<file path="src/rtl/regfile_pkg.sv">
// Shared constants for the register-file select scheduler: logical ids,
// physical select bit positions, exchange encodings, FSM states, bank state.
package regfile_pkg;

  localparam int unsigned ID_W = 4;

  localparam logic [ID_W-1:0] ID_PC = 4'd0;
  localparam logic [ID_W-1:0] ID_IR = 4'd1;
  localparam logic [ID_W-1:0] ID_WZ = 4'd2;
  localparam logic [ID_W-1:0] ID_SP = 4'd3;
  localparam logic [ID_W-1:0] ID_IY = 4'd4;
  localparam logic [ID_W-1:0] ID_IX = 4'd5;
  localparam logic [ID_W-1:0] ID_HL = 4'd6;
  localparam logic [ID_W-1:0] ID_DE = 4'd7;
  localparam logic [ID_W-1:0] ID_BC = 4'd8;
  localparam logic [ID_W-1:0] ID_AF = 4'd9;

  // Bits below SEG_SPLIT belong to the left (address) segment.
  localparam int unsigned P_PC      = 0;
  localparam int unsigned P_IR      = 1;
  localparam int unsigned P_WZ      = 2;
  localparam int unsigned P_SP      = 3;
  localparam int unsigned P_IY      = 4;
  localparam int unsigned P_IX      = 5;
  localparam int unsigned P_HL1     = 6;
  localparam int unsigned P_HL0     = 7;
  localparam int unsigned P_DE1     = 8;
  localparam int unsigned P_DE0     = 9;
  localparam int unsigned P_BC1     = 10;
  localparam int unsigned P_BC0     = 11;
  localparam int unsigned P_AF1     = 12;
  localparam int unsigned P_AF0     = 13;
  localparam int unsigned SEG_SPLIT = 2;

  typedef enum logic [1:0] {
    EXCH_NONE = 2'b00,
    EXCH_AF   = 2'b01,
    EXCH_EXX  = 2'b10,
    EXCH_DEHL = 2'b11
  } exch_e;

  typedef enum logic [1:0] {
    S_IDLE    = 2'd0,
    S_XFER_RD = 2'd1,
    S_XFER_WR = 2'd2
  } state_e;

  typedef struct packed {
    logic       af_bank;
    logic       exx_bank;
    logic [1:0] dehl_swap;
  } bank_t;

endpackage

</file>
<file path="src/rtl/regfile_map.sv">
// Logical register id to one-hot physical select, honouring the current
// AF/EXX bank and the per-bank DE/HL swap.
module regfile_map
  import regfile_pkg::*;
#(
  parameter int unsigned NREG = 14
) (
  input  logic [ID_W-1:0] id,
  input  bank_t           bank,
  output logic [NREG-1:0] sel_c,
  output logic            left_c,
  output logic            right_c,
  output logic            bad_c
);

  int unsigned phys;
  logic        hit;
  logic        swap;

  always_comb begin
    phys  = 0;
    hit   = 1'b1;
    swap  = bank.dehl_swap[bank.exx_bank];
    case (id)
      ID_PC:   phys = P_PC;
      ID_IR:   phys = P_IR;
      ID_WZ:   phys = P_WZ;
      ID_SP:   phys = P_SP;
      ID_IY:   phys = P_IY;
      ID_IX:   phys = P_IX;
      // DE/HL trade places when the active bank's swap bit is set
      ID_HL:   phys = (swap ^ bank.exx_bank) ? ((swap) ? P_DE1 : P_HL1)
                                             : ((swap) ? P_DE0 : P_HL0);
      ID_DE:   phys = (swap ^ bank.exx_bank) ? ((swap) ? P_HL1 : P_DE1)
                                             : ((swap) ? P_HL0 : P_DE0);
      ID_BC:   phys = bank.exx_bank ? P_BC1 : P_BC0;
      ID_AF:   phys = bank.af_bank  ? P_AF1 : P_AF0;
      default: hit  = 1'b0;
    endcase
    if (swap) begin
      if (id == ID_HL) phys = bank.exx_bank ? P_DE1 : P_DE0;
      if (id == ID_DE) phys = bank.exx_bank ? P_HL1 : P_HL0;
    end else begin
      if (id == ID_HL) phys = bank.exx_bank ? P_HL1 : P_HL0;
      if (id == ID_DE) phys = bank.exx_bank ? P_DE1 : P_DE0;
    end
    sel_c   = hit ? (NREG'(1) << phys) : '0;
    left_c  = hit && (phys < SEG_SPLIT);
    right_c = hit && (phys >= SEG_SPLIT);
    bad_c   = ~hit;
  end

endmodule

</file>
<file path="src/rtl/regfile_scheduler.sv">
// Arbitrates left/right register requests, register-to-register copies and
// bank exchanges onto the physical register selects; all outputs registered.
module regfile_scheduler
  import regfile_pkg::*;
#(
  parameter int unsigned NREG = 14
) (
  input  logic            eclk,
  input  logic            erst_n,
  input  logic            req_l,
  input  logic [ID_W-1:0] id_l,
  input  logic            wr_l,
  input  logic            req_r,
  input  logic [ID_W-1:0] id_r,
  input  logic            wr_r,
  input  logic            xfer_req,
  input  logic [ID_W-1:0] xfer_src,
  input  logic [ID_W-1:0] xfer_dst,
  input  logic [1:0]      exch,
  output logic [NREG-1:0] regsel,
  output logic            pc_wr,
  output logic            reg_wr,
  output logic            r_p,
  output logic            gnt_l,
  output logic            gnt_r,
  output logic            xfer_done,
  output logic            exch_ack,
  output logic            id_err
);

  state_e          state_q, state_d;
  bank_t           bank_q, bank_d;
  logic            rr_q, rr_d;
  logic [ID_W-1:0] xdst_q, xdst_d;

  logic [NREG-1:0] regsel_d;
  logic            pc_wr_d, reg_wr_d, r_p_d, gnt_l_d, gnt_r_d;
  logic            xfer_done_d, exch_ack_d, id_err_d;

  logic [NREG-1:0] sel_l_c, sel_r_c, sel_x_c;
  logic            left_l_c, right_l_c, bad_l_c;
  logic            left_r_c, right_r_c, bad_r_c;
  logic            left_x_c, right_x_c, bad_x_c;
  logic [ID_W-1:0] xid_c;
  logic            dual_c, conflict_c, pick_left_c;

  // Transfer mapper looks at the source while idle, the latched destination after.
  assign xid_c = (state_q == S_IDLE) ? xfer_src : xdst_q;

  regfile_map #(.NREG(NREG)) u_map_l (
    .id(id_l), .bank(bank_q), .sel_c(sel_l_c),
    .left_c(left_l_c), .right_c(right_l_c), .bad_c(bad_l_c)
  );
  regfile_map #(.NREG(NREG)) u_map_r (
    .id(id_r), .bank(bank_q), .sel_c(sel_r_c),
    .left_c(left_r_c), .right_c(right_r_c), .bad_c(bad_r_c)
  );
  regfile_map #(.NREG(NREG)) u_map_x (
    .id(xid_c), .bank(bank_q), .sel_c(sel_x_c),
    .left_c(left_x_c), .right_c(right_x_c), .bad_c(bad_x_c)
  );

  // Pointer 0 favours left on conflict; lone requesters always win.
  assign dual_c      = req_l & req_r & left_l_c & right_r_c;
  assign conflict_c  = req_l & req_r;
  assign pick_left_c = req_l & (~req_r | ~rr_q);

  always_comb begin
    state_d     = state_q;
    bank_d      = bank_q;
    rr_d        = rr_q;
    xdst_d      = xdst_q;
    regsel_d    = '0;
    pc_wr_d     = 1'b0;
    reg_wr_d    = 1'b0;
    r_p_d       = 1'b0;
    gnt_l_d     = 1'b0;
    gnt_r_d     = 1'b0;
    xfer_done_d = 1'b0;
    exch_ack_d  = 1'b0;
    id_err_d    = 1'b0;
    case (state_q)
      S_IDLE: begin
        if (exch != EXCH_NONE) begin
          exch_ack_d = 1'b1;
          case (exch)
            EXCH_AF:  bank_d.af_bank  = ~bank_q.af_bank;
            EXCH_EXX: bank_d.exx_bank = ~bank_q.exx_bank;
            default:  bank_d.dehl_swap[bank_q.exx_bank] = ~bank_q.dehl_swap[bank_q.exx_bank];
          endcase
        end else if (xfer_req) begin
          xdst_d   = xfer_dst;
          regsel_d = sel_x_c;
          r_p_d    = 1'b1;
          state_d  = S_XFER_RD;
        end else if (dual_c) begin
          gnt_l_d  = 1'b1;
          gnt_r_d  = 1'b1;
          regsel_d = sel_l_c | sel_r_c;
          pc_wr_d  = wr_l;
          reg_wr_d = wr_r;
        end else if (req_l | req_r) begin
          if (conflict_c) rr_d = ~rr_q;
          if (pick_left_c) begin
            gnt_l_d  = 1'b1;
            regsel_d = sel_l_c;
            pc_wr_d  = wr_l & left_l_c;
            reg_wr_d = wr_l & right_l_c;
            r_p_d    = right_l_c;
            id_err_d = bad_l_c;
          end else begin
            gnt_r_d  = 1'b1;
            regsel_d = sel_r_c;
            pc_wr_d  = wr_r & left_r_c;
            reg_wr_d = wr_r & right_r_c;
            r_p_d    = left_r_c;
            id_err_d = bad_r_c;
          end
        end
      end
      S_XFER_RD: begin
        regsel_d    = sel_x_c;
        r_p_d       = 1'b1;
        pc_wr_d     = left_x_c;
        reg_wr_d    = right_x_c & ~bad_x_c;
        xfer_done_d = 1'b1;
        state_d     = S_XFER_WR;
      end
      S_XFER_WR: state_d = S_IDLE;
      default:   state_d = S_IDLE;
    endcase
  end

  always_ff @(posedge eclk or negedge erst_n) begin
    if (!erst_n) begin
      state_q   <= S_IDLE;
      bank_q    <= '0;
      rr_q      <= 1'b0;
      xdst_q    <= '0;
      regsel    <= '0;
      pc_wr     <= 1'b0;
      reg_wr    <= 1'b0;
      r_p       <= 1'b0;
      gnt_l     <= 1'b0;
      gnt_r     <= 1'b0;
      xfer_done <= 1'b0;
      exch_ack  <= 1'b0;
      id_err    <= 1'b0;
    end else begin
      state_q   <= state_d;
      bank_q    <= bank_d;
      rr_q      <= rr_d;
      xdst_q    <= xdst_d;
      regsel    <= regsel_d;
      pc_wr     <= pc_wr_d;
      reg_wr    <= reg_wr_d;
      r_p       <= r_p_d;
      gnt_l     <= gnt_l_d;
      gnt_r     <= gnt_r_d;
      xfer_done <= xfer_done_d;
      exch_ack  <= exch_ack_d;
      id_err    <= id_err_d;
    end
  end

endmodule

</file>
<file path="config.mk">
export PLATFORM = sky130hd
export DESIGN_NAME = regfile_scheduler
export DESIGN_NICKNAME = d
export VERILOG_FILES = /design/src/rtl/regfile_pkg.sv /design/src/rtl/regfile_map.sv /design/src/rtl/regfile_scheduler.sv
export SDC_FILE = /design/constraint.sdc
export NUM_CORES = 1
export LEC_CHECK = 0
export CAP_MARGIN = 20
export CORE_ASPECT_RATIO = 0.5
export CORE_UTILIZATION = 40
export DETAILED_ROUTE_END_ITERATION = 6
export PLACE_DENSITY = 0.75
export SYNTH_ARGS = -nofsm -noshare
export SYNTH_HDL_FRONTEND = slang
export SYNTH_SLANG_ARGS = --single-unit
</file>
<file path="constraint.sdc">
create_clock -name eclk -period 1.9 [get_ports eclk]
set_input_delay 0.38 -clock eclk [delete_from_list [all_inputs] [get_ports eclk]]
set_output_delay 0.38 -clock eclk [all_outputs]
set_load 0.05 [all_outputs]
</file>
---- Word level (Yosys, flattened, before mapping) ----
Cells that the tools add are included.
word-level totals
  logic and storage cells ................. 185
  input port bits ......................... 25
  bits in registers ....................... 33
  output and inout bits ................... 22
cells by class
  bitwise operators ....................... 23
  shifts and indexed selects .............. 3
  magnitude comparators ................... 8
  reductions and logical operators ........ 22
  eq/ne operators ......................... 32
  muxes and demuxes ....................... 82
operators by type and width
  kind                                                   number
  one-hot mux 32 bit (7 select lines)                    3
  two-way mux 32 bit                                     15
  two-way mux 14 bit                                     8
  >= comparator 32 x 2 -> 1 bit (second input constant)  3
  < comparator 32 x 2 -> 1 bit (second input constant)   3
  left shift 1 x 32 -> 14 bit (first input constant)     3
  equality test 4 x 3 -> 1 bit (second input constant)   12
  two-way mux 1 bit                                      46
  OR reduction 10 bit                                    3
  one-hot mux 14 bit (2 select lines)                    1
  equality test 4 x 2 -> 1 bit (second input constant)   6
  equality test 4 bit (second input constant)            6
  OR 14 bit                                              1
  equality test 4 x 1 -> 1 bit (second input constant)   3
  logical NOT 4 bit                                      3
  AND reduction 3 bit                                    4
  inverter 1 bit                                         11
  AND 1 bit                                              9
  logical AND 1 bit                                      7
  one-hot mux 1 bit (2 select lines)                     3
  AND reduction 6 bit                                    1
  equality test 2 x 1 -> 1 bit (second input constant)   2
  two-way mux 2 bit                                      2
  two-way mux 4 bit                                      1
  other kinds (12)                                       14

---- Logic depth before layout (Yosys ltp) ----
Gate-level depths: netlist of the first run.
  depth after elaboration ................. 14
  depth in mapped cells ................... 6
  depth with buffers taken out ............ 6

---- Modules after synthesis ----
A second synthesis of the first run with hierarchy kept.
second synthesis, totals
  cell total of the unflattened synthesis .. 240
  area, all modules ....................... 2299.7 um^2
by module, submodules not included
  module             instances  sequential area each (um^2)  cells an instance  area each (um^2)
  regfile_scheduler  1          825.8                        141                1586.5
  regfile_map        3          0.0                          33                 237.7

---- Worst setup path before layout of the first run ----
OpenSTA, ideal clock, no wires.
  path type ............................... input to register
  from .................................... in id_r[1]
  to ...................................... reg regsel[6]
  path slack .............................. -0.015 ns
  path buffers ............................ 1
  setup time .............................. 0.122 ns
  required time ........................... 1.778 ns
  stages on the path ...................... 6
  data arrival time ....................... 1.793 ns
  path through ............................ clkbuf_1 or4b_2 a21oi_1 a21oi_1 a22o_1 a32o_1
between the ends
  cells in the longest elaborated chain, start to end .. 13
  elaborated cells between the ends (all ways) .. 30
  classes of those cells .................. 1 x order compare; 9 x eq/ne; 1 x shift; 14 x mux; 2 x bitwise; 3 x reduce/logical
ends and longest elaborated chain
  what                                                                                   line                      source
  start, declared                                                                        regfile_scheduler.sv:14   input logic [ID_W-1:0] id_r,
  parallel branches: the longest is 9 deep, another holds >= comparator 32 x 2 -> 1 bit  -
  two-way mux 14 bit *                                                                   regfile_scheduler.sv:96   end else if (dual_c) begin
  two-way mux 14 bit *                                                                   regfile_scheduler.sv:91   end else if (xfer_req) begin
  two-way mux 14 bit *                                                                   regfile_scheduler.sv:84   if (exch != EXCH_NONE) begin
  one-hot mux 14 bit (2 select lines) *                                                  regfile_scheduler.sv:82   case (state_q)
  net regsel_d[6]                                                                        regfile_scheduler.sv:36   logic [NREG-1:0] regsel_d;
  end signal, assigned                                                                   regfile_scheduler.sv:154  regsel <= regsel_d;
  end, declared                                                                          regfile_scheduler.sv:20   output logic [NREG-1:0] regsel,
Mark *: on every way through the listed nets, which the timed path passes.
A chain may end at the register's enable or synchronous reset.

---- Final worst setup path of the first run ----
  from .................................... reg state_q[0]
  to ...................................... reg regsel[7]
between the ends
  cells in the longest elaborated chain, start to end .. 12
  elaborated cells between the ends (all ways) .. 26
  classes of those cells .................. 10 x eq/ne; 1 x shift; 12 x mux; 3 x reduce/logical
ends and longest elaborated chain
  what                                               line                                              source
  start, declared                                    regfile_scheduler.sv:31                           state_e state_q, state_d;
  start signal, assigned                             regfile_scheduler.sv:150                          state_q <= state_d;
  logical NOT 2 bit                                  regfile_scheduler.sv:48, regfile_scheduler.sv:82
  two-way mux 4 bit                                  regfile_scheduler.sv:48                           assign xid_c = (state_q == S_IDLE) ? xfer_src : xdst_q;
  equality test 4 bit, or another cell as far along  regfile_map.sv:24                                 case (id)
  one-hot mux 32 bit (7 select lines)                regfile_map.sv:24
  two-way mux 32 bit (on tied branches)              regfile_map.sv:44, regfile_map.sv:41
  two-way mux 32 bit (on tied branches)              regfile_map.sv:45, regfile_map.sv:42
  two-way mux 32 bit                                 regfile_map.sv:40                                 if (swap) begin
  left shift 1 x 32 -> 14 bit                        regfile_map.sv:47                                 sel_c = hit ? (NREG'(1) << phys) : '0;
  two-way mux 14 bit                                 regfile_map.sv:47
  two-way mux 14 bit                                 regfile_scheduler.sv:91
  two-way mux 14 bit                                 regfile_scheduler.sv:84
  one-hot mux 14 bit (2 select lines) *              regfile_scheduler.sv:82
  net regsel_d[7]                                    regfile_scheduler.sv:36
Mark *: on every way through the listed nets, which the timed path passes. The rest lies on a longest branch.

==> results of run 1 <==
## synth_stat cells (5+ instances only)
cell type and count:
sky130_fd_sc_hd__nand2_1 9, sky130_fd_sc_hd__o21ai_0 9, sky130_fd_sc_hd__dfrtp_1 33, sky130_fd_sc_hd__o32ai_1 6
sky130_fd_sc_hd__a21oi_1 10, sky130_fd_sc_hd__nor2_1 15, sky130_fd_sc_hd__clkbuf_1 9, sky130_fd_sc_hd__inv_1 7
sky130_fd_sc_hd__xnor2_1 5, sky130_fd_sc_hd__nor2b_1 8, sky130_fd_sc_hd__o22ai_1 7, sky130_fd_sc_hd__nor3b_1 5
sky130_fd_sc_hd__and2_1 5, sky130_fd_sc_hd__nand3b_1 5, sky130_fd_sc_hd__a32o_1 6
## layer usage
layer / GRT usage, % / routed length (µm) / vias up
met2: 44.2 / 3560 / 82
met4: 7.08 / 78 / 0
met3: 7.02 / 523 / 11
met5: 0 / 0 / -
li1: - / - / 1119
met1: 33.3 / 3300 / 1171
## timing repair
action	4_1_cts	5_1_grt
pin swaps	14	12
gates resized for setup	42	27
endpoints found under the setup margin	15	16
buffers inserted	6	5
## where the power goes
| group | internal, mW | switching (mW) | leakage (nW) |
|---|---|---|---|
| Combinational | 0.570 | 0.688 | 1.05 |
| Clock | 0.255 | 0.294 | 0.0450 |
| Sequential | 0.795 | 0.102 | 0.432 |
## sequential cells by signal, summed over array words and instances (netlist names)
register	flops
r_p	1
regsel	14
xdst_q	4
state_q	2
rr_q	1
reg_wr	1
xfer_done	1
gnt_l	1
id_err	1
gnt_r	1
exch_ack	1
pc_wr	1
bank_q	4
## cell type report
| cell class | count | area [µm²] | share of cell area (%) |
|---|---|---|---|
| clock inverters | 2 | 10.0 | 0.272 |
| multi-input cells | 176 | 1600 | 43.4 |
| well taps | 70 | 87.6 | 2.38 |
| flip-flops and latches | 33 | 828 | 22.5 |
| inverters | 7 | 26.3 | 0.715 |
| repair buffers | 122 | 1050 | 28.7 |
| clock buffers | 6 | 72.6 | 1.97 |
## stage by stage
stage,hold slack (ns),worst slack [ns],cells
after global routing,0.520,-0.184,416
after floorplan,0.0844,0.00312,229
final,0.493,-0.132,416
after CTS,0.474,-0.0651,411
after detailed placement,0.461,-0.513,397
after global placement,0.454,-0.511,397
## worst max-delay path by stage
stage | start | end | slack, ns
after floorplan | id_r[1] | regsel[6] | 0.003
after global placement | id_l[2] | regsel[9] | -0.51
after detailed placement | id_l[2] | regsel[8] | -0.51
after CTS | state_q[1] | regsel[11] | -0.07
after global routing | state_q[0] | regsel[11] | -0.18
final | state_q[0] | regsel[7] | -0.13
## cell families after synthesis
family / count (synthesis) / synth area share, %
flip-flops: 33 / 37.7
adder cells (fa/ha/maj): 3 / 1.71
buffers and inverters: 20 / 3.94
multiplexers: 7 / 3.43
AND/OR/NAND/NOR: 76 / 21.2
XOR/XNOR: 7 / 2.80
AO/OA/AOI/OAI: 83 / 29.2
==> results, run 1 <==
- The run finished, with violations left.
- The final reports fail on setup timing.
- Setup violations remaining at the end of the flow were counted as 14.
- The number of fill cells in the layout is 376.
- Clock-pin slew was measured on the worst setup and hold paths at 0.08 ns.
- The final layout contains routed wiring with a total length of 7460 µm.
- Synthesis instantiated 58 different standard cells from the library.
- The final HPWL from detailed placement is 5090 µm.
- The TritonCTS clock tree is done.
- The final net count is 373.
- The critical path is of the flip-flop to flip-flop type.
- In this design, the largest share of critical-path delay is due to buffers and inverters.
- The initial utilization of the core area, before any placement, comes to 43.0%.
- sky130_fd_sc_hd__dfrtp_1 takes more of the synthesized area than any other cell.
- The number of routed nets with antenna violations is 0.
- The beginning of the worst register-to-register path is state_q[0].
- Setup slack on the critical path of the routed design comes to -0.132 ns.
- The clock net in this run drives a total of 33 sinks.
- The number of cells on the worst reg-to-reg path is 8.
- The largest individual stage delay along the critical path comes from the cell sky130_fd_sc_hd__dfrtp_2.
- Yosys mapped a number of flops with a built-in enable equal to 0.
- The cell area after layout is 0.00367 mm².
- The completed layout was analyzed and its total power is 2.70 mW.
- Setup repair after global routing could not meet its margin everywhere.
- The number of antenna violations at the first check in global routing is 0.
- The via count is 2,383.
- In the layout the commonest cells are sky130_fd_sc_hd__buf_4 (70), sky130_fd_sc_hd__clkdlybuf4s50_1 (42), sky130_fd_sc_hd__dfrtp_1 (31).
- The top-level I/O count is 47.
- The peak supply drop is 0.514 mV.
- The tree is rooted in a sky130_fd_sc_hd__clkbuf_8.
- The final clock period utilization by the worst path is 107%.
- After synthesis, the largest area contributor takes up 37.7% of total cell area.
- The total buffers and inverters traversed by the critical path is 4.
- Cells fill 72.2% of the core in the end.
- The number of port buffers is 46.
- For this run, the top clock speed supported by timing is 492 MHz.
- The fraction of the yosys area taken by sequential cells is 37.7%.
- The H-tree was split into 2 levels.
- The fraction of final layout cells sized beyond drive strength 1 is 42.2%.
- The area of the die is 0.00579 mm².
- The first detailed-routing pass took 4 iterations.
- In the final routed layout, each cell accounts on average for 17.9 µm.
- The post-synth net total is 257.
- 0 antenna diodes ended up in the layout.
- The wire length of the first global-routing pass is 11,200 µm.
- Measured along the x axis, the die boundary spans 107 µm.
- The final critical-path required period is 2.03 ns.
- The number of hold violations in the final report was 0.
- The average instance in the mapped netlist occupies 9.57 µm².
- The tool flagged a number of max-cap violations equal to 0.
- Entering global routing, the biggest net connects 34 pins.
- At the later pin of the worst-skew pair, clock insertion delay measures 0.30 ns.
- STA classifies the critical path endpoint as a flip-flop.
- Routability-driven placement finished with a final weighted congestion of 0.924.
- The worst hold path class is primary input to async pin.
- The critical path's largest stage delay is 0.48 ns.
- The number of storage elements in the synthesis netlist is 33.
- The worst clock skew on the final layout is 0.00820 ns.
- The final setup TNS is -1.19 ns.
- By area the synthesized netlist is led by sky130_fd_sc_hd__dfrtp_1 (38%), sky130_fd_sc_hd__a32o_1 (2.7%), sky130_fd_sc_hd__nor2_1 (2.6%).
- The via count of the first global-routing pass is 2,265.
- In the global route stage, overall resource usage came out at 25.9%.
- For flop-to-flop paths, the worst setup slack is -0.13 ns.
- The buffer levels on the longest clock path is 2.
- The data required time at the worst endpoint is 2.08 ns.
- After global routing the overflow that remains totals 0.
- The signal on the critical path passes through buf_6 > nor3b_4 > buf_4 > a221o_1 > buf_4 > o221ai_2 > buf_6 > a32o_2.
- The critical path crosses 8 cells after its start point.
- The arrival time at the worst endpoint is 2.21 ns.
- The worst setup path is launched from a flip-flop.
- The number of buffers inserted during clock tree synthesis is 5.
- In this run the static leakage power is 1.53 nW.
- Leaving out fill and tap cells, the most frequent cell in the layout is sky130_fd_sc_hd__buf_4.
- In this run the critical register-to-register path is captured at regsel[7].
- The average via count per standard cell is 5.73.
- In this run the vertical extent of the chip is 54.3 µm.
- The power density over cell area is 736 mW/mm².
- In the synthesized netlist, the number of instances is 229.
- The main flop type after synthesis is sky130_fd_sc_hd__dfrtp_1.
- The initialized floorplan defines 18 standard-cell rows.
- The number of warnings reported in the yosys synthesis log is 0.
- Hold repair after CTS inserted 0 buffers.
- The maximum net fanout on the critical path is 7.
- Compared with the post-synthesis result, the final layout area differs by 67.7%.
- The relative slew slack is 66.4%.
- The number of violations reported at the end of detailed-routing iteration 0 is 87.
- At the pin with the least slew margin, the transition time is 0.502 ns.
- The area after detailed placement is 0.00317 mm².
- The number of design rule violations left after detail routing is 0.
- The cell area after synthesis is 0.00219 mm².
- The proportion of register bits with asynchronous set or reset after synthesis is 100%.
- The final max-slew violation count is 0.
- The core outline area is 0.00509 mm².
(Power assumes the default switching activity.)
==> run 2: changes to the inputs <==
--- a/config.mk
+++ b/config.mk
@@ -9,7 +9,7 @@
 export CORE_ASPECT_RATIO = 0.5
 export CORE_UTILIZATION = 40
 export DETAILED_ROUTE_END_ITERATION = 6
-export PLACE_DENSITY = 0.75
+export PLACE_DENSITY = 0.72
 export SYNTH_ARGS = -nofsm -noshare
 export SYNTH_HDL_FRONTEND = slang
 export SYNTH_SLANG_ARGS = --single-unit
==> constraint.sdc (replaced) <==
create_clock -name eclk -period 2.4 [get_ports eclk]
set_input_delay 0.48 -clock eclk [delete_from_list [all_inputs] [get_ports eclk]]
set_output_delay 0.48 -clock eclk [all_outputs]
set_load 0.05 [all_outputs]
==> run 2 against run 1 <==
Net effect: the run now ends clean; worst hold slack got worse by 0.021 ns; final cell count fell by 9.9%; sequential share of layout area up 4.8 points; clock-buffer cell count is the same; via count decreased by 6.5%; global-route usage shrank 3.1 points; total power shrank 30%; clock skew decreased by 0.0015 ns; non-clock buffer count down 41; flip-flop and latch count unchanged; largest power group unchanged.
==> results, run 2 (same netlist as run 1, synthesis figures left out) <==
- The run finished with clean final reports.
- The worst clock skew on the final layout is 0.00672 ns (-0.00148 ns).
- The fraction of final layout cells sized beyond drive strength 1 is 18.7% (-24 points).
- The slew at the pin closest to its max-slew limit is 0.574 ns (+0.0715 ns).
- The overall routed net length is 6160 µm (-17%).
- The overall track demand over capacity in global routing is 22.8% (-3.1 points).
- The power consumption came to 1.89 mW (-30%).
- The area after detailed placement was 0.00294 mm² (-7.1%).
- The final max-slew violation count is 0 (unchanged).
- The startpoint type of the worst setup path is a primary input.
- The most common cell after layout, fill and taps aside is sky130_fd_sc_hd__clkdlybuf4s50_1.
- The count of endpoints failing setup in the final report came to 0 (-14).
- The power density over cell area is 625 mW/mm² (-15%).
- The clock insertion delay at the later pin of the skew report came to 0.29 ns (about the same).
- The worst slack on hold paths is 0.471 ns (-0.0214 ns).
- The vertical die dimension is 54.3 µm (unchanged).
- The number of hold violations in the final report was 0 (unchanged).
- The number of violations reported at the end of detailed-routing iteration 0 is 118 (+36%).
- The wire length of the first global-routing pass is 9860 µm (-12%).
- The global placement routability congestion came to 0.899 (-2.7%).
- The number of routed nets with antenna violations came to 0 (unchanged).
- Setup repair after global routing left no endpoint under its margin.
- The maximum net fanout on the critical path is 7 (unchanged).
- The clock root buffer is sky130_fd_sc_hd__clkbuf_8.
- The pin count of the biggest net entering global routing came to 34 (unchanged).
- The floorplan row count is 18 (unchanged).
- Based on the critical path, the design can be clocked at up to 453 MHz.
- The final setup TNS is 0 ns (+1.19 ns).
- The overall die width is 107 µm (unchanged).
- The signed area change from the synthesized netlist to the final layout is 38.0%.
- The CTS sink count is 33 (unchanged).
- The largest registers in the layout are regsel x14, bank_q x4, xdst_q x4.
- The number of fill cells in the layout is 450 (+20%).
- The routed length per placed instance came to 16.4 µm (-8.3%).
- The number of gates resized after cts is 0 (-100%).
- The data required time at the worst endpoint is 2.58 ns (+0.50 ns).
- The worst setup path is captured at a flip-flop.
- The top-level I/O count is 47 (unchanged).
- The number of buffers inserted to repair setup after CTS was 0 (-6).
- Counting flops per register, the top entry is regsel.
- The core outline area is 0.00509 mm² (unchanged).
- The starting utilization of the core area is 43.0% (unchanged).
- The number of buffers inserted during clock tree synthesis is 5 (unchanged).
- The via count of the first global-routing pass is 1,986 (-12%).
- The first-pass detailed-route iteration total is 4 (unchanged).
- The final net count came to 332 (-11%).
- The top cell types in the final layout, fill and taps aside, are sky130_fd_sc_hd__clkdlybuf4s50_1 (46), sky130_fd_sc_hd__buf_4 (35), sky130_fd_sc_hd__dfrtp_1 (33).
- The TritonCTS clock tree is done.
- The total leakage power is 1.25 nW (-18%).
- The number of design rule violations left after detail routing was 0 (unchanged).
- The number of H-tree levels is 2 (unchanged).
- The clock transition at the registers of the reported paths was 0.07 ns (about the same).
- The cell area after layout was 0.00302 mm² (-18%).
- Dividing the final minimum period by the clock period gives 91.9%.
- The number of antenna violations at the first check in global routing was 0 (unchanged).
- The peak supply drop is 0.305 mV (-41%).
- The worst path in the final design needs a cycle of 2.21 ns, including I/O delays and setup.
- The arrival time at the worst endpoint is 2.38 ns (+0.17 ns).
- The combined area of the multi-input logic cells is 0.00128 mm² (-20%).
- The average via count per standard cell is 5.94 (+3.7%).
- The relative slew slack is 61.4% (-5.0 points).
- The total overflow reported by the global router is 0 (unchanged).
- The number of max-cap violations is 0 (unchanged).
- The antenna diode instance count is 0 (unchanged).
- The number of port buffers is 46 (unchanged).
- The final HPWL from detailed placement is 4760 µm (-6.6%).
- The final cell utilization of the core came to 59.4% (-13 points).
- The worst setup path is of the primary input to flip-flop kind.
- In this run the worst hold path is classified as flip-flop to flip-flop.
- The via count is 2,228 (-6.5%).
- The number of hold buffers added after CTS is 0 (unchanged).
- The total area of sequential cells came to 826 µm² (-0.30%).
- The buffer levels on the longest clock path was 2 (unchanged).
- The area of the die was 0.00579 mm² (unchanged).
- The flip-flop count of the largest register, all copies and words added is 14 (unchanged).
run 2: critical path, cell delays in order:
cell                              delay, ns
sky130_fd_sc_hd__clkdlybuf4s50_1       0.50
sky130_fd_sc_hd__nor3b_1               0.27
sky130_fd_sc_hd__a21oi_1               0.10
sky130_fd_sc_hd__or4_4                 0.54
sky130_fd_sc_hd__o221a_4               0.17
sky130_fd_sc_hd__o32ai_1               0.32
run 2: path summary, 6_finish.rpt:
kind	slack (ns)	end	cells past startpoint	from
min in group asynchronous	0.59	xdst_q[2]	2	erst_n
min	0.47	bank_q[0]	1	bank_q[0]
max reg2reg	0.23	regsel[7]	7	state_q[0]
max	0.19	regsel[1]	6	xfer_src[3]
min reg2reg	0.47	bank_q[0]	1	bank_q[0]
max in group asynchronous	1.51	gnt_r	2	erst_n
run 2: layer usage:
metal  track usage [%]  up-vias  wire (µm)
met5                 0        -          0
li1                  -     1043          -
met2              35.3      116       2670
met4              7.53        0         96
met3              6.31       11        560
met1              31.3     1058       2830
run 2: cell type report:
type,count,share of cell area [%]
Clock buffer,6,2.40
Clock inverter,2,0.331
Inverter,7,0.869
Multi-Input combinational cell,176,42.3
Sequential cell,33,27.3
Tap cell,70,2.90
Timing Repair Buffer,81,23.9
run 2: where the power goes:
group	switching (mW)	total, mW	internal, mW
Combinational	0.424	0.770	0.347
Sequential	0.0784	0.708	0.629
Clock	0.213	0.414	0.201
Total	0.715	1.89	1.18
run 2: per-stage QoR:
| step | setup WS [ns] | std cells |
|---|---|---|
| 4_1_cts | 0.220 | 375 |
| 5_1_grt | 0.0404 | 375 |
| 6_report | 0.194 | 375 |
| 2_1_floorplan | 0.385 | 229 |
| 3_3_place_gp | -0.128 | 367 |
| 3_5_place_dp | -0.0747 | 367 |
==> run 3: changes to the inputs <==
--- a/config.mk
+++ b/config.mk
@@ -6,7 +6,6 @@
 export NUM_CORES = 1
 export LEC_CHECK = 0
 export CAP_MARGIN = 20
-export CORE_ASPECT_RATIO = 0.5
 export CORE_UTILIZATION = 40
 export DETAILED_ROUTE_END_ITERATION = 6
 export PLACE_DENSITY = 0.72
==> run 3 against run 2 <==
Net effect: register-to-register slack got worse by 0.04 ns; global-route usage up 0.31 points; fmax down 2.4%; routed wire length up 2.2%; clock-buffer cell count is 1 higher; critical path type unchanged; critical endpoint is now regsel[6]; highest routed layer unchanged.
==> results, run 3 (same netlist as run 1, synthesis figures left out) <==
- The flow ran to the end, and the final reports show no timing, DRC or antenna violations.
- The core outline area is 0.00520 mm² (+2.3%).
- The first-pass detailed-route iteration total came to 4 (unchanged).
- The number of routed nets with antenna violations is 0 (unchanged).
- The count of endpoints failing setup in the final report is 0 (unchanged).
- The via count of the first global-routing pass is 2,233 (+12%).
- The number of design rule violations left after detail routing is 0 (unchanged).
- The path depth of the worst reg2reg path is 7 (unchanged).
- The maximum net fanout on the critical path is 4 (-3).
- The clock insertion delay at the later pin of the skew report was 0.28 ns (about the same).
- The register with the most flip-flops is regsel.
- The portion of total power attributed to the clock network is 26.2% (+4.3 points).
- The internal power contribution is 1.34 mW (+14%).
- The clock root buffer is sky130_fd_sc_hd__clkbuf_8.
- The number of buffers inserted during clock tree synthesis is 5 (unchanged).
- TritonCTS built the clock tree.
- The final critical-path required period was 2.26 ns (+0.0551 ns).
- The CTS sink count is 33 (unchanged).
- The fraction of met3 tracks used by global routing is 4.79% (-1.5 points).
- The number of antenna violations at the first check in global routing is 0 (unchanged).
- The power consumption is 2.05 mW (+8.2%).
- The number of gates resized after cts came to 0 (unchanged).
- The arrival time at the worst endpoint came to 2.43 ns (+0.05 ns).
- The clock transition at the registers of the reported paths is 0.07 ns (about the same).
- The slack of the worst reg-to-reg path is 0.19 ns (-0.04 ns).
- The cell area after layout is 0.00310 mm² (+2.6%).
- Relative to the synthesized area, the layout overhead comes to 41.6%.
- The area of the die is 0.00578 mm² (-0.31%).
- The data required time at the worst endpoint was 2.57 ns (about the same).
- The endpoint of the worst hold-timing path is bank_q[0].
- The area after detailed placement came to 0.00299 mm² (+1.5%).
- The routed length per placed instance is 16.5 µm (+0.63%).
- The net switching power was 0.707 mW (-1.1%).
- The final setup TNS was 0 ns (unchanged).
- The starting utilization of the core area is 42.1% (-0.95 points).
- The relative slew slack was 62.6% (+1.2 points).
- The worst hold path belongs to the class flip-flop to flip-flop.
- The number of violations reported at the end of detailed-routing iteration 0 is 128 (+8.5%).
- The number of buffers inserted to repair setup after CTS is 0 (unchanged).
- The number of max-cap violations is 0 (unchanged).
- The maximum clock frequency came to 442 MHz (-2.4%).
- The overall track demand over capacity in global routing was 23.1% (+0.31 points).
- The final net count came to 338 (+1.8%).
- The most used routing layer is met2.
- The number of hold buffers added after CTS is 0 (unchanged).
- The number of H-tree levels is 2 (unchanged).
- Leaving out fill and tap cells, the most frequent cells in the layout are sky130_fd_sc_hd__clkdlybuf4s50_1 (46), sky130_fd_sc_hd__buf_4 (41), sky130_fd_sc_hd__dfrtp_1 (33).
- The antenna diode instance count is 0 (unchanged).
- The worst hold path begins at bank_q[0].
- The average via count per standard cell came to 5.76 (-3.1%).
- The final clock period utilization by the worst path is 94.2% (+2.3 points).
- The worst register-to-register path ends at regsel[9].
- The overall routed net length was 6300 µm (+2.2%).
- The wire length of the first global-routing pass was 10,500 µm (+6.2%).
- The flip-flop count of the largest register, all copies and words added was 14 (unchanged).
- The sequential fraction of design power is 34.4% (-3.0 points).
- The startpoint type of the worst setup path is a primary input.
- In the final layout, the registers with the most flip-flops are regsel x14, bank_q x4, xdst_q x4.
- The slew at the pin closest to its max-slew limit is 0.559 ns (-0.0147 ns).
- The final HPWL from detailed placement is 4850 µm (+2.0%).
- The share of total power in combinational logic is 39.4% (-1.3 points).
- The peak supply drop was 0.658 mV (+120%).
- STA classifies the critical path endpoint as a flip-flop.
- The vertical die dimension is 76.0 µm (+40%).
- The overall die width is 76.0 µm (-29%).
- The number of port buffers was 46 (unchanged).
- The total leakage power is 1.29 nW (+3.4%).
- The switching part of the total power was 34.5% (-3.2 points).
- The worst register-to-register path begins at state_q[1].
- The critical path class is primary input to flip-flop.
- The worst setup slack after layout is 0.139 ns (-0.0551 ns).
- The floorplan row count is 26 (+8).
- The final max-slew violation count is 0 (unchanged).
- The met2 demand-to-capacity share in global routing was 42.1% (+6.8 points).
- The fraction of final layout cells sized beyond drive strength 1 is 20.3% (+1.6 points).
- In this run the worst setup path begins at id_r[2].
- The via count is 2,194 (-1.5%).
- The top-level I/O count is 47 (unchanged).
- The worst slack on hold paths is 0.471 ns (+0.000233 ns).
- The total overflow reported by the global router was 0 (unchanged).
- The pin count of the biggest net entering global routing came to 34 (unchanged).
- The setup slack after placement came to -0.0890 ns (-0.0143 ns).
- The worst clock skew on the final layout is 0.00495 ns (-0.00177 ns).
- The buffer levels on the longest clock path is 2 (unchanged).
- The cell depth of the worst hold path is 1 (unchanged).
- The number of hold violations in the final report is 0 (unchanged).
- The global placement routability congestion is 0.920 (+2.3%).
- Setup repair after global routing left no endpoint under its margin.
- The power density over cell area is 659 mW/mm² (+5.4%).
- The global routing met1 resource utilization is 26.5% (-4.7 points).
- Leaving out fill and tap cells, the most frequent cell in the layout is sky130_fd_sc_hd__clkdlybuf4s50_1.
==> run 3: cell count changes in the layout (fill, tap and decap cells not counted), sizes merged <==
cell and delta:
buf +6, clkinv -2, bufinv +1, clkbuf +1
==> run 3: power groups by stage <==
stage	combinational, mW	clock (mW)	sequential (mW)
after floorplan	0.455	0	0.737
after global placement	0.780	0	0.711
after detailed placement	0.793	0	0.715
after CTS	0.804	0.543	0.705
after global routing	0.870	0.564	0.716
final	0.806	0.536	0.704
==> run 3: worst max path at each step <==
stage	end	slack [ns]	cells past startpoint
final	regsel[6]	0.14	6
after global routing	regsel[10]	0.02	6
after CTS	regsel[6]	0.14	6
after detailed placement	regsel[6]	-0.09	6
after global placement	regsel[6]	-0.08	6
after floorplan	regsel[6]	0.39	6
==> run 3: stage by stage <==
stage	cells	util [%]
after CTS	381	59.6
after detailed placement	373	57.4
final	381	59.6
after global placement	373	57.4
after global routing	381	59.6
after floorplan	229	-
==> run 3: final cells by class <==
type                       instances  area (µm²)
timing repair buffer              87         768
tap                               70        87.6
clock inverter                     1        30.0
sequential                        33         826
fill                             476        2100
inverter                           7        26.3
clock buffer                       7        86.3
multi-input combinational        176        1280
==> run 3: layer usage <==
metal	vias up	share of wire [%]	wire [µm]
li1	1054	-	-
met1	1052	41	2610
met2	77	52	3280
met3	11	5.0	315
met4	0	1.5	97
met5	-	0	0
==> run 3: critical path: stages <==
cell and delay (ns):
sky130_fd_sc_hd__clkdlybuf4s50_1 0.47, sky130_fd_sc_hd__or4b_2 0.73, sky130_fd_sc_hd__a21oi_1 0.24, sky130_fd_sc_hd__a21oi_1 0.11, sky130_fd_sc_hd__a22o_1 0.21, sky130_fd_sc_hd__a32o_1 0.19
